### src/rtl/mem_access_multi.sv
// Memory access sequencer for the multicycle core.
// One memory transaction per control-FSM request, with fault reporting.
module mem_access_multi #(
    parameter int TIMEOUT = 255
) (
    input  logic        iCLK,
    input  logic        iRST_N,
    input  logic        iMemRead,
    input  logic        iMemWrite,
    input  logic        iIouD,
    input  logic [31:0] iPC,
    input  logic [31:0] iALUOut,
    input  logic [2:0]  iFunct3,
    input  logic [31:0] iStoreData,
    output logic [31:0] oMemAddr,
    output logic        oMemRE,
    output logic        oMemWE,
    output logic [3:0]  oMemBE,
    output logic [31:0] oMemWData,
    input  logic [31:0] iMemRData,
    input  logic        iMemReady,
    output logic [31:0] oMDR,
    output logic        oBusy,
    output logic        oDone,
    output logic        oFault,
    output logic [1:0]  oFaultCode
);

    typedef enum logic [1:0] {
        IDLE   = 2'd0,
        ACCESS = 2'd1,
        DONE   = 2'd2,
        FAULT  = 2'd3
    } state_t;

    localparam logic [1:0] SZ_BYTE = 2'd0;
    localparam logic [1:0] SZ_HALF = 2'd1;
    localparam logic [1:0] SZ_WORD = 2'd2;

    localparam logic [1:0] FC_NONE  = 2'b00;
    localparam logic [1:0] FC_ALIGN = 2'b01;
    localparam logic [1:0] FC_ILL   = 2'b10;
    localparam logic [1:0] FC_TOUT  = 2'b11;

    // Counter value on the last permitted cycle without ready.
    localparam logic [15:0] TO_LAST = 16'(TIMEOUT - 1);

    state_t      state_q, state_d;
    logic [15:0] cnt_q, cnt_d;
    logic [31:0] addr_q, addr_d;
    logic [1:0]  size_q, size_d;
    logic        sext_q, sext_d;
    logic        wr_q, wr_d;
    logic [3:0]  be_q, be_d;
    logic [31:0] wdata_q, wdata_d;
    logic [31:0] mdr_q, mdr_d;
    logic [1:0]  code_q, code_d;

    logic        req;
    logic [31:0] req_addr;
    logic [1:0]  dec_size;
    logic        dec_sext;
    logic        dec_ill;
    logic        dec_mis;
    logic [3:0]  dec_be;
    logic [31:0] dec_wdata;
    logic [31:0] lane;
    logic [31:0] load_ext;

    assign req      = iMemRead | iMemWrite;
    assign req_addr = iIouD ? iALUOut : iPC;

    // Decode size/sign/legality of the incoming request.
    always_comb begin
        dec_size = SZ_WORD;
        dec_sext = 1'b0;
        dec_ill  = 1'b0;
        if (iMemRead && iMemWrite) begin
            dec_ill = 1'b1;
        end else if (iIouD) begin
            if (iMemRead) begin
                case (iFunct3)
                    3'b000: begin dec_size = SZ_BYTE; dec_sext = 1'b1; end
                    3'b001: begin dec_size = SZ_HALF; dec_sext = 1'b1; end
                    3'b010: dec_size = SZ_WORD;
                    3'b100: dec_size = SZ_BYTE;
                    3'b101: dec_size = SZ_HALF;
                    default: dec_ill = 1'b1;
                endcase
            end else begin
                case (iFunct3)
                    3'b000: dec_size = SZ_BYTE;
                    3'b001: dec_size = SZ_HALF;
                    3'b010: dec_size = SZ_WORD;
                    default: dec_ill = 1'b1;
                endcase
            end
        end
    end

    // Alignment check, byte enables and lane-replicated store data.
    always_comb begin
        dec_mis   = 1'b0;
        dec_be    = 4'hF;
        dec_wdata = iStoreData;
        unique case (dec_size)
            SZ_BYTE: begin
                dec_be    = 4'b0001 << req_addr[1:0];
                dec_wdata = {4{iStoreData[7:0]}};
            end
            SZ_HALF: begin
                dec_mis   = req_addr[0];
                dec_be    = 4'b0011 << {req_addr[1], 1'b0};
                dec_wdata = {2{iStoreData[15:0]}};
            end
            default: begin
                dec_mis   = (req_addr[1:0] != 2'b00);
            end
        endcase
    end

    // Select and extend the addressed lane of the read data.
    always_comb begin
        lane     = iMemRData >> {addr_q[1:0], 3'b000};
        load_ext = lane;
        unique case (size_q)
            SZ_BYTE: load_ext = {{24{sext_q & lane[7]}}, lane[7:0]};
            SZ_HALF: load_ext = {{16{sext_q & lane[15]}}, lane[15:0]};
            default: load_ext = lane;
        endcase
    end

    // Next-state logic: accept, wait for ready or timeout, report.
    always_comb begin
        state_d = state_q;
        cnt_d   = cnt_q;
        addr_d  = addr_q;
        size_d  = size_q;
        sext_d  = sext_q;
        wr_d    = wr_q;
        be_d    = be_q;
        wdata_d = wdata_q;
        mdr_d   = mdr_q;
        code_d  = code_q;
        unique case (state_q)
            IDLE: begin
                if (req) begin
                    addr_d  = req_addr;
                    size_d  = dec_size;
                    sext_d  = dec_sext;
                    wr_d    = iMemWrite;
                    be_d    = dec_be;
                    wdata_d = dec_wdata;
                    cnt_d   = 16'd0;
                    if (dec_ill) begin
                        code_d  = FC_ILL;
                        state_d = FAULT;
                    end else if (dec_mis) begin
                        code_d  = FC_ALIGN;
                        state_d = FAULT;
                    end else begin
                        code_d  = FC_NONE;
                        state_d = ACCESS;
                    end
                end
            end
            ACCESS: begin
                if (iMemReady) begin
                    if (!wr_q) mdr_d = load_ext;
                    state_d = DONE;
                end else if (cnt_q == TO_LAST) begin
                    code_d  = FC_TOUT;
                    state_d = FAULT;
                end else begin
                    cnt_d = cnt_q + 16'd1;
                end
            end
            DONE:    state_d = IDLE;
            default: state_d = IDLE;
        endcase
    end

    // State and datapath registers with synchronous reset.
    always_ff @(posedge iCLK) begin
        if (!iRST_N) begin
            state_q <= IDLE;
            cnt_q   <= 16'd0;
            addr_q  <= 32'd0;
            size_q  <= SZ_BYTE;
            sext_q  <= 1'b0;
            wr_q    <= 1'b0;
            be_q    <= 4'd0;
            wdata_q <= 32'd0;
            mdr_q   <= 32'd0;
            code_q  <= FC_NONE;
        end else begin
            state_q <= state_d;
            cnt_q   <= cnt_d;
            addr_q  <= addr_d;
            size_q  <= size_d;
            sext_q  <= sext_d;
            wr_q    <= wr_d;
            be_q    <= be_d;
            wdata_q <= wdata_d;
            mdr_q   <= mdr_d;
            code_q  <= code_d;
        end
    end

    assign oMemAddr   = {addr_q[31:2], 2'b00};
    assign oMemRE     = (state_q == ACCESS) && !wr_q;
    assign oMemWE     = (state_q == ACCESS) && wr_q;
    assign oMemBE     = be_q;
    assign oMemWData  = wdata_q;
    assign oMDR       = mdr_q;
    assign oBusy      = (state_q == ACCESS);
    assign oDone      = (state_q == DONE) || (state_q == FAULT);
    assign oFault     = (state_q == FAULT);
    assign oFaultCode = code_q;

endmodule

### config.mk
export PLATFORM = sky130hd
export DESIGN_NAME = mem_access_multi
export DESIGN_NICKNAME = d
export VERILOG_FILES = /design/src/rtl/mem_access_multi.sv
export SDC_FILE = /design/constraint.sdc
export NUM_CORES = 1
export LEC_CHECK = 0
export ABC_AREA = 1
export CELL_PAD_IN_SITES_DETAIL_PLACEMENT = 1
export CELL_PAD_IN_SITES_GLOBAL_PLACEMENT = 2
export CORE_ASPECT_RATIO = 0.75
export CORE_MARGIN = 5
export CORE_UTILIZATION = 25
export CTS_BUF_LIST = sky130_fd_sc_hd__clkbuf_4 sky130_fd_sc_hd__clkbuf_8
export DETAILED_ROUTE_END_ITERATION = 12
export PLACE_DENSITY_LB_ADDON = 0.2
export RECOVER_POWER = 100
export SYNTH_ARGS = -nofsm -noshare
export SYNTH_HDL_FRONTEND = slang
export SYNTH_SLANG_ARGS = --single-unit
### constraint.sdc
create_clock -name iCLK -period 2.8 [get_ports iCLK]
set_input_delay 0.56 -clock iCLK [delete_from_list [all_inputs] [get_ports iCLK]]
set_output_delay 0.56 -clock iCLK [all_outputs]
set_load 0.01 [all_outputs]
==> metrics.md, run 1 <==
| Metric | Value |
|---|---|
| Outcome | `complete, no violations` |
| Ports | `244` |
| Num CTS Buffers | `17` |
| ANT nets after route | `0` |
| CTS tree | `yes` |
| Arrival @ worst endpoint | `1.96 ns` |
| DRC | `0` |
| Crit Path Class | `reg -> out` |
| Layout area overhead | `44.98%` |
| Vias | `6664` |
| Mean Syn Cell Area | `6.799 sq um` |
| Sequential share of the synthesized area | `0.3843` |
| Largest net degree at the start of global routing | `45` |
| Die Width | `195.6 um` |
| Synth Register Bits | `124` |
| Final setup fails | `0` |
| Detailed placement HPWL | `19890 um` |
| Final min period | `2.520 ns` |
| Clk_skew | `0.01598 ns` |
| CTS hold repair buffers | `0` |
| # resized after CTS | `0` |
| Nets | `1291` |
| Die H | `149.2 um` |
| Starting Density | `0.2512` |
| Final RePlAce weighted congestion | `0.7872` |
| Share of cells above drive strength 1 | `0.05494` |
| DRT iter0 DRCs | `229` |
| Post-synth cell types | `37` |
| Core area | `25720 sq um` |
| CP Capture Type | `primary output` |
| Synth Cell Area | `6459 sq um` |
| Inserted Diodes | `0` |
| Final Hold Vio Count | `0` |
| Commonest non-fill, non-tap cell in the layout | `nand2_1` |
| Cells after Synth | `950` |
| WL met2 | `10910 um` |
| Total die area | `29180 sq um` |
| Worst-Skew Late Latency | `0.46 ns` |
| Fin Setup TNS | `0 ns` |
| P_leak | `4.275 nW` |
| Final period util | `0.9001` |
| Fill cells | `3217` |
| Crit path max fanout | `7` |
| WL met3 | `2211 um` |
| Most frequent cells in the layout | `nand2_1 (219), nor2_1 (146), clkdlybuf4s50_1 (136), dfxtp_1 (124), o21ai_0 (107)` |
| Max rail drop VDD | `0.0002981 V` |
| Syn. warnings | `0` |
| Clk slew on worst S/H paths | `0.08 ns` |
| Async SR Flop Fraction | `0` |
| # H-tree levels | `4` |
| Metal-1 WL | `12160 um` |
| Max-cap violation count | `0` |
| Port Buffers | `241` |
| Max-slew violations | `0` |
| Worst Hold Class | `reg -> reg` |
| Top layer in use | `met5` |
| Root buf cell | `clkbuf_8` |
| Reg area | `2482 sq um` |
| First-pass GRT wire length | `39850 um` |
| Post CTS Setup Buffer Count | `0` |
| Ys flop type | `dfxtp_1` |
| Hold WS | `0.4549 ns` |
| Overall routing resource usage | `0.1738` |
| Crit start category | `flop` |
| Vias in the first global route | `6941` |
| Pwr Density | `535.7 nW/um^2` |
| Iteration count of the initial detailed-routing pass | `4` |
| Max-Slew Margin vs Limit | `0.4535` |
| Sink Count | `124` |
| Area occupied by multi-input gates | `3134 sq um` |
| GRT overflow | `0` |
| RSZ-0062 raised after global routing | `no` |
| Fmax | `396.8 MHz` |
| Initial antenna violation count | `4` |
| Slew @ Worst Pin | `0.8198 ns` |
| Wire per inst | `16.97 um` |
| EDFF count, synth | `0` |
| Worst path required time | `2.24 ns` |
| Row count | `51` |
| Vias/cell | `4.416` |
| CTS Buffer Depth | `2` |
| Post-Route WL | `25610 um` |
-- cell usage after synthesis, types with 2 or more instances --
cell	number	share of area
a21oi_1	39	0.030
a22o_1	3	0.0041
a31oi_1	10	0.0097
buf_1	3	0.0017
buf_2	20	0.015
buf_4	35	0.041
buf_6	3	0.0052
clkbuf_1	17	0.0099
dfxtp_1	124	0.38
ha_1	2	0.0039
inv_1	83	0.048
inv_2	7	0.0041
mux2i_1	30	0.046
nand2_1	217	0.13
nand2_2	2	0.0019
nand2_4	3	0.0052
nand3_1	45	0.035
nand4_1	6	0.0058
nor2_1	145	0.084
nor2_2	2	0.0019
nor2_4	3	0.0052
nor3_1	11	0.0085
nor3_2	2	0.0031
o211ai_1	5	0.0058
o21ai_0	95	0.074
o21ai_1	14	0.011
o22ai_1	4	0.0039
o31ai_1	8	0.0093
xor2_1	4	0.0054
-- report_power, final --
part           internal (mW)  switching, mW
combinational          0.594          0.716
sequential              1.93          0.106
clock                  0.854          0.813
-- layer usage --
layer  track usage  vias up
li1              -     3429
met1        0.2352     3051
met2        0.2612      151
met3       0.07157       25
met4       0.03594        8
met5             0        -
-- per-stage QoR --
step / worst slack, ns / util / instance area [sq um] / power (mW) / std cells
final: 0.2796 / 0.3641 / 9364 / 5.017 / 1509
after global routing: 0.1265 / 0.3641 / 9364 / 5.326 / 1509
after CTS: 0.3205 / 0.3662 / 9417 / 5.200 / 1509
after detailed placement: 0.3763 / 0.3504 / 9011 / 3.502 / 1477
after global placement: 0.4288 / 0.3504 / 9011 / 3.493 / 1477
after floorplan: 1.104 / - / 6462 / 2.780 / 951
-- cells by family after synthesis --
family,after synthesis,synth area share
adder cells (fa/ha/maj),2,0.003874
AND/OR/NAND/NOR,440,0.2840
multiplexers,30,0.04649
other,1,0.0005806
flip-flops,124,0.3843
AO/OA/AOI/OAI,179,0.1486
buffers and inverters,170,0.1267
XOR/XNOR,4,0.005424
-- registers in the layout, summed over array words and instances, names as in the netlist --
| register | cells |
|---|---|
| state_q | 2 |
| cnt_q | 16 |
| sext_q | 1 |
| wr_q | 1 |
| oMDR | 32 |
| oFaultCode | 2 |
| oMemBE | 4 |
| oMemWData | 32 |
| addr_q | 32 |
| size_q | 2 |
-- worst max-delay path, stage by stage, from the launching register on --
cell and delay, ns:
dfxtp_1 0.42, inv_1 0.13, nor2_4 0.10, inv_1 0.15
nor2_4 0.16, clkdlybuf4s50_1 0.56
-- cell type report --
| type | instances | area share |
|---|---|---|
| Clock buffer | 20 | 0.02873 |
| Clock inverter | 12 | 0.01456 |
| Inverter | 91 | 0.03648 |
| Multi-Input combinational cell | 657 | 0.3347 |
| Sequential cell | 124 | 0.2651 |
| Tap cell | 344 | 0.04596 |
| Timing Repair Buffer | 261 | 0.2745 |
-- path summary, 6_finish.rpt --
path / from / endpoint / slack, ns / depth (start not counted)
hold reg to reg: addr_q[16] / addr_q[16] / 0.45 / 2
hold / removal: addr_q[16] / addr_q[16] / 0.45 / 2
setup reg to reg: state_q[0] / oMDR[21] / 0.52 / 10
setup / recovery: state_q[0] / oMemRE / 0.28 / 5
Power figures use the tool's default switching activity.
==> run 2: changes to the inputs <==
--- a/config.mk
+++ b/config.mk
@@ -8,7 +8,7 @@
 export ABC_AREA = 1
 export CELL_PAD_IN_SITES_DETAIL_PLACEMENT = 1
 export CELL_PAD_IN_SITES_GLOBAL_PLACEMENT = 2
-export CORE_ASPECT_RATIO = 0.75
+export CORE_ASPECT_RATIO = 1.5
 export CORE_MARGIN = 5
 export CORE_UTILIZATION = 25
 export CTS_BUF_LIST = sky130_fd_sc_hd__clkbuf_4 sky130_fd_sc_hd__clkbuf_8
==> run 2 against run 1 <==
  * Flip-flop and latch count is the same
  * Critical endpoint is now oBusy
  * Register-to-register slack lost 0.05 ns
  * Combinational power is essentially flat
  * Critical path depth shrank 1
  * Total power shrank 1.1%
  * Via count grew 2.6%
  * Largest power group unchanged
  * Utilization is essentially flat
  * Setup slack gained 0.050 ns
==> metrics.md, run 2 (synthesized netlist as in run 1, its figures left out) <==
| Metric | Value |
|---|---|
| RSZ-0062 raised after global routing | `no` |
| Final RePlAce weighted congestion | `0.7822 (-0.64%)` |
| DRT iter0 DRCs | `236 (+3.1%)` |
| Max-cap violation count | `0 (unchanged)` |
| CP Capture Type | `primary output` |
| Final min period | `2.471 ns (-0.04972 ns)` |
| Max rail drop VDD | `0.0002694 V (-9.6%)` |
| Max-slew violations | `0 (unchanged)` |
| Hold Path Cell Cnt | `2 (unchanged)` |
| Root buf cell | `clkbuf_8` |
| Arrival @ worst endpoint | `1.91 ns (-0.05 ns)` |
| CTS tree | `yes` |
| # resized after CTS | `0 (unchanged)` |
| Iteration count of the initial detailed-routing pass | `4 (unchanged)` |
| P_leak | `4.265 nW (-0.24%)` |
| Max-Slew Margin vs Limit | `0.4875 (+0.03401)` |
| Commonest non-fill, non-tap cell in the layout | `nand2_1` |
| First-pass GRT wire length | `39570 um (-0.71%)` |
| Area post-placement | `8982 sq um (-0.32%)` |
| Worst-Skew Late Latency | `0.45 ns (about the same)` |
| Final period util | `0.8824 (-0.01776)` |
| Crit start category | `flop` |
| Worst Hold Class | `reg -> reg` |
| Wire per inst | `17.13 um (+0.93%)` |
| Total die area | `29220 sq um (+0.11%)` |
| Final Cell Area | `9344 sq um (-0.21%)` |
| Worst path required time | `2.24 ns (about the same)` |
| Hold WS | `0.4540 ns (-0.0008860 ns)` |
| CTS hold repair buffers | `0 (unchanged)` |
| Core area | `25670 sq um (-0.16%)` |
| Nets | `1289 (-0.15%)` |
| Non-filler cells, final | `1498 (-0.73%)` |
| Post CTS Setup Buffer Count | `0 (unchanged)` |
| Clk_skew | `0.008026 ns (-0.007950 ns)` |
| Detailed placement HPWL | `19950 um (+0.30%)` |
| Worst Setup Slack, final | `0.3293 ns (+0.04972 ns)` |
| Final Util | `0.3639 (about the same)` |
| Die Width | `141.2 um (-28%)` |
| FF-to-FF path depth | `10 (unchanged)` |
| Vias | `6836 (+2.6%)` |
| Total Power | `4.960 mW (-1.1%)` |
| Outcome | `complete, no violations` |
| Post-Route WL | `25660 um (+0.19%)` |
| Initial antenna violation count | `5 (+1)` |
| Slew @ Worst Pin | `0.7688 ns (-0.05101 ns)` |
| Sink Count | `124 (unchanged)` |
| Num CTS Buffers | `17 (unchanged)` |
| Final Hold Vio Count | `0 (unchanged)` |
| Vias/cell | `4.563 (+3.3%)` |
| Final setup fails | `0 (unchanged)` |
| Fin Setup TNS | `0 ns (unchanged)` |
| Die H | `206.9 um (+39%)` |
| Ports | `244 (unchanged)` |
| Row count | `72 (+41%)` |
| Fmax | `404.7 MHz (+2.0%)` |
| Vias in the first global route | `7161 (+3.2%)` |
| Layout area overhead | `44.67%` |
| Crit path max fanout | `10 (+3)` |
| Largest net degree at the start of global routing | `55 (+22%)` |
| Post-Place Setup Slack | `0.3235 ns (-0.05275 ns)` |
| Port Buffers | `241 (unchanged)` |
| Crit Path Class | `reg -> out` |
| CTS Buffer Depth | `2 (unchanged)` |
| # H-tree levels | `4 (unchanged)` |
| Most frequent cells in the layout | `nand2_1 (219), nor2_1 (146), clkdlybuf4s50_1 (133), dfxtp_1 (124), o21ai_0 (108)` |
| DRC | `0 (unchanged)` |
| Clk slew on worst S/H paths | `0.08 ns (about the same)` |
| ANT nets after route | `0 (unchanged)` |
| GRT overflow | `0 (unchanged)` |
| Overall routing resource usage | `0.1748 (+0.0009741)` |
| Pwr Density | `530.9 nW/um^2 (-0.91%)` |
| Starting Density | `0.2516 (+0.0004039)` |
| Dpl cells | `1464 (-0.88%)` |
| Share of cells above drive strength 1 | `0.05503 (+0.00009447)` |
## run 2: report_power, final
part / switching, mW / internal, mW / leakage (nW)
registers: 0.0973 / 1.93 / 1.02
logic: 0.712 / 0.594 / 3.06
clock network: 0.809 / 0.814 / 0.191
total: 1.62 / 3.34 / 4.26
## run 2: path summary, 6_finish.rpt
path,slack (ns),end,start
worst max-delay path,0.33,oBusy,state_q[0]
worst min-delay path,0.45,addr_q[20],addr_q[20]
worst max register to register,0.47,oMDR[22],state_q[0]
worst min register to register,0.45,addr_q[20],addr_q[20]
## run 2: layout make-up
| class | count | area (sq um) |
|---|---|---|
| Antenna cell | 2 | 5.005 |
| Clock buffer | 18 | 247.7 |
| Clock inverter | 14 | 145.1 |
| Fill cell | 3233 | 16330 |
| Inverter | 91 | 341.6 |
| Multi-Input combinational cell | 657 | 3134 |
| Sequential cell | 124 | 2482 |
| Tap cell | 333 | 416.7 |
| Timing Repair Buffer | 259 | 2571 |
## run 2: critical path: stages (launching register included)
cell and delay [ns]:
dfxtp_1 0.37, inv_1 0.13, nor2_4 0.12, clkbuf_2 0.26
clkdlybuf4s50_1 0.58
## run 2: layer usage
metal,vias to the layer above,part of all wire,GRT usage
li1,3428,-,-
met1,3218,0.39,0.1921
met2,153,0.54,0.3272
met3,31,0.052,0.04195
met4,6,0.019,0.05783
met5,-,0.0013,0
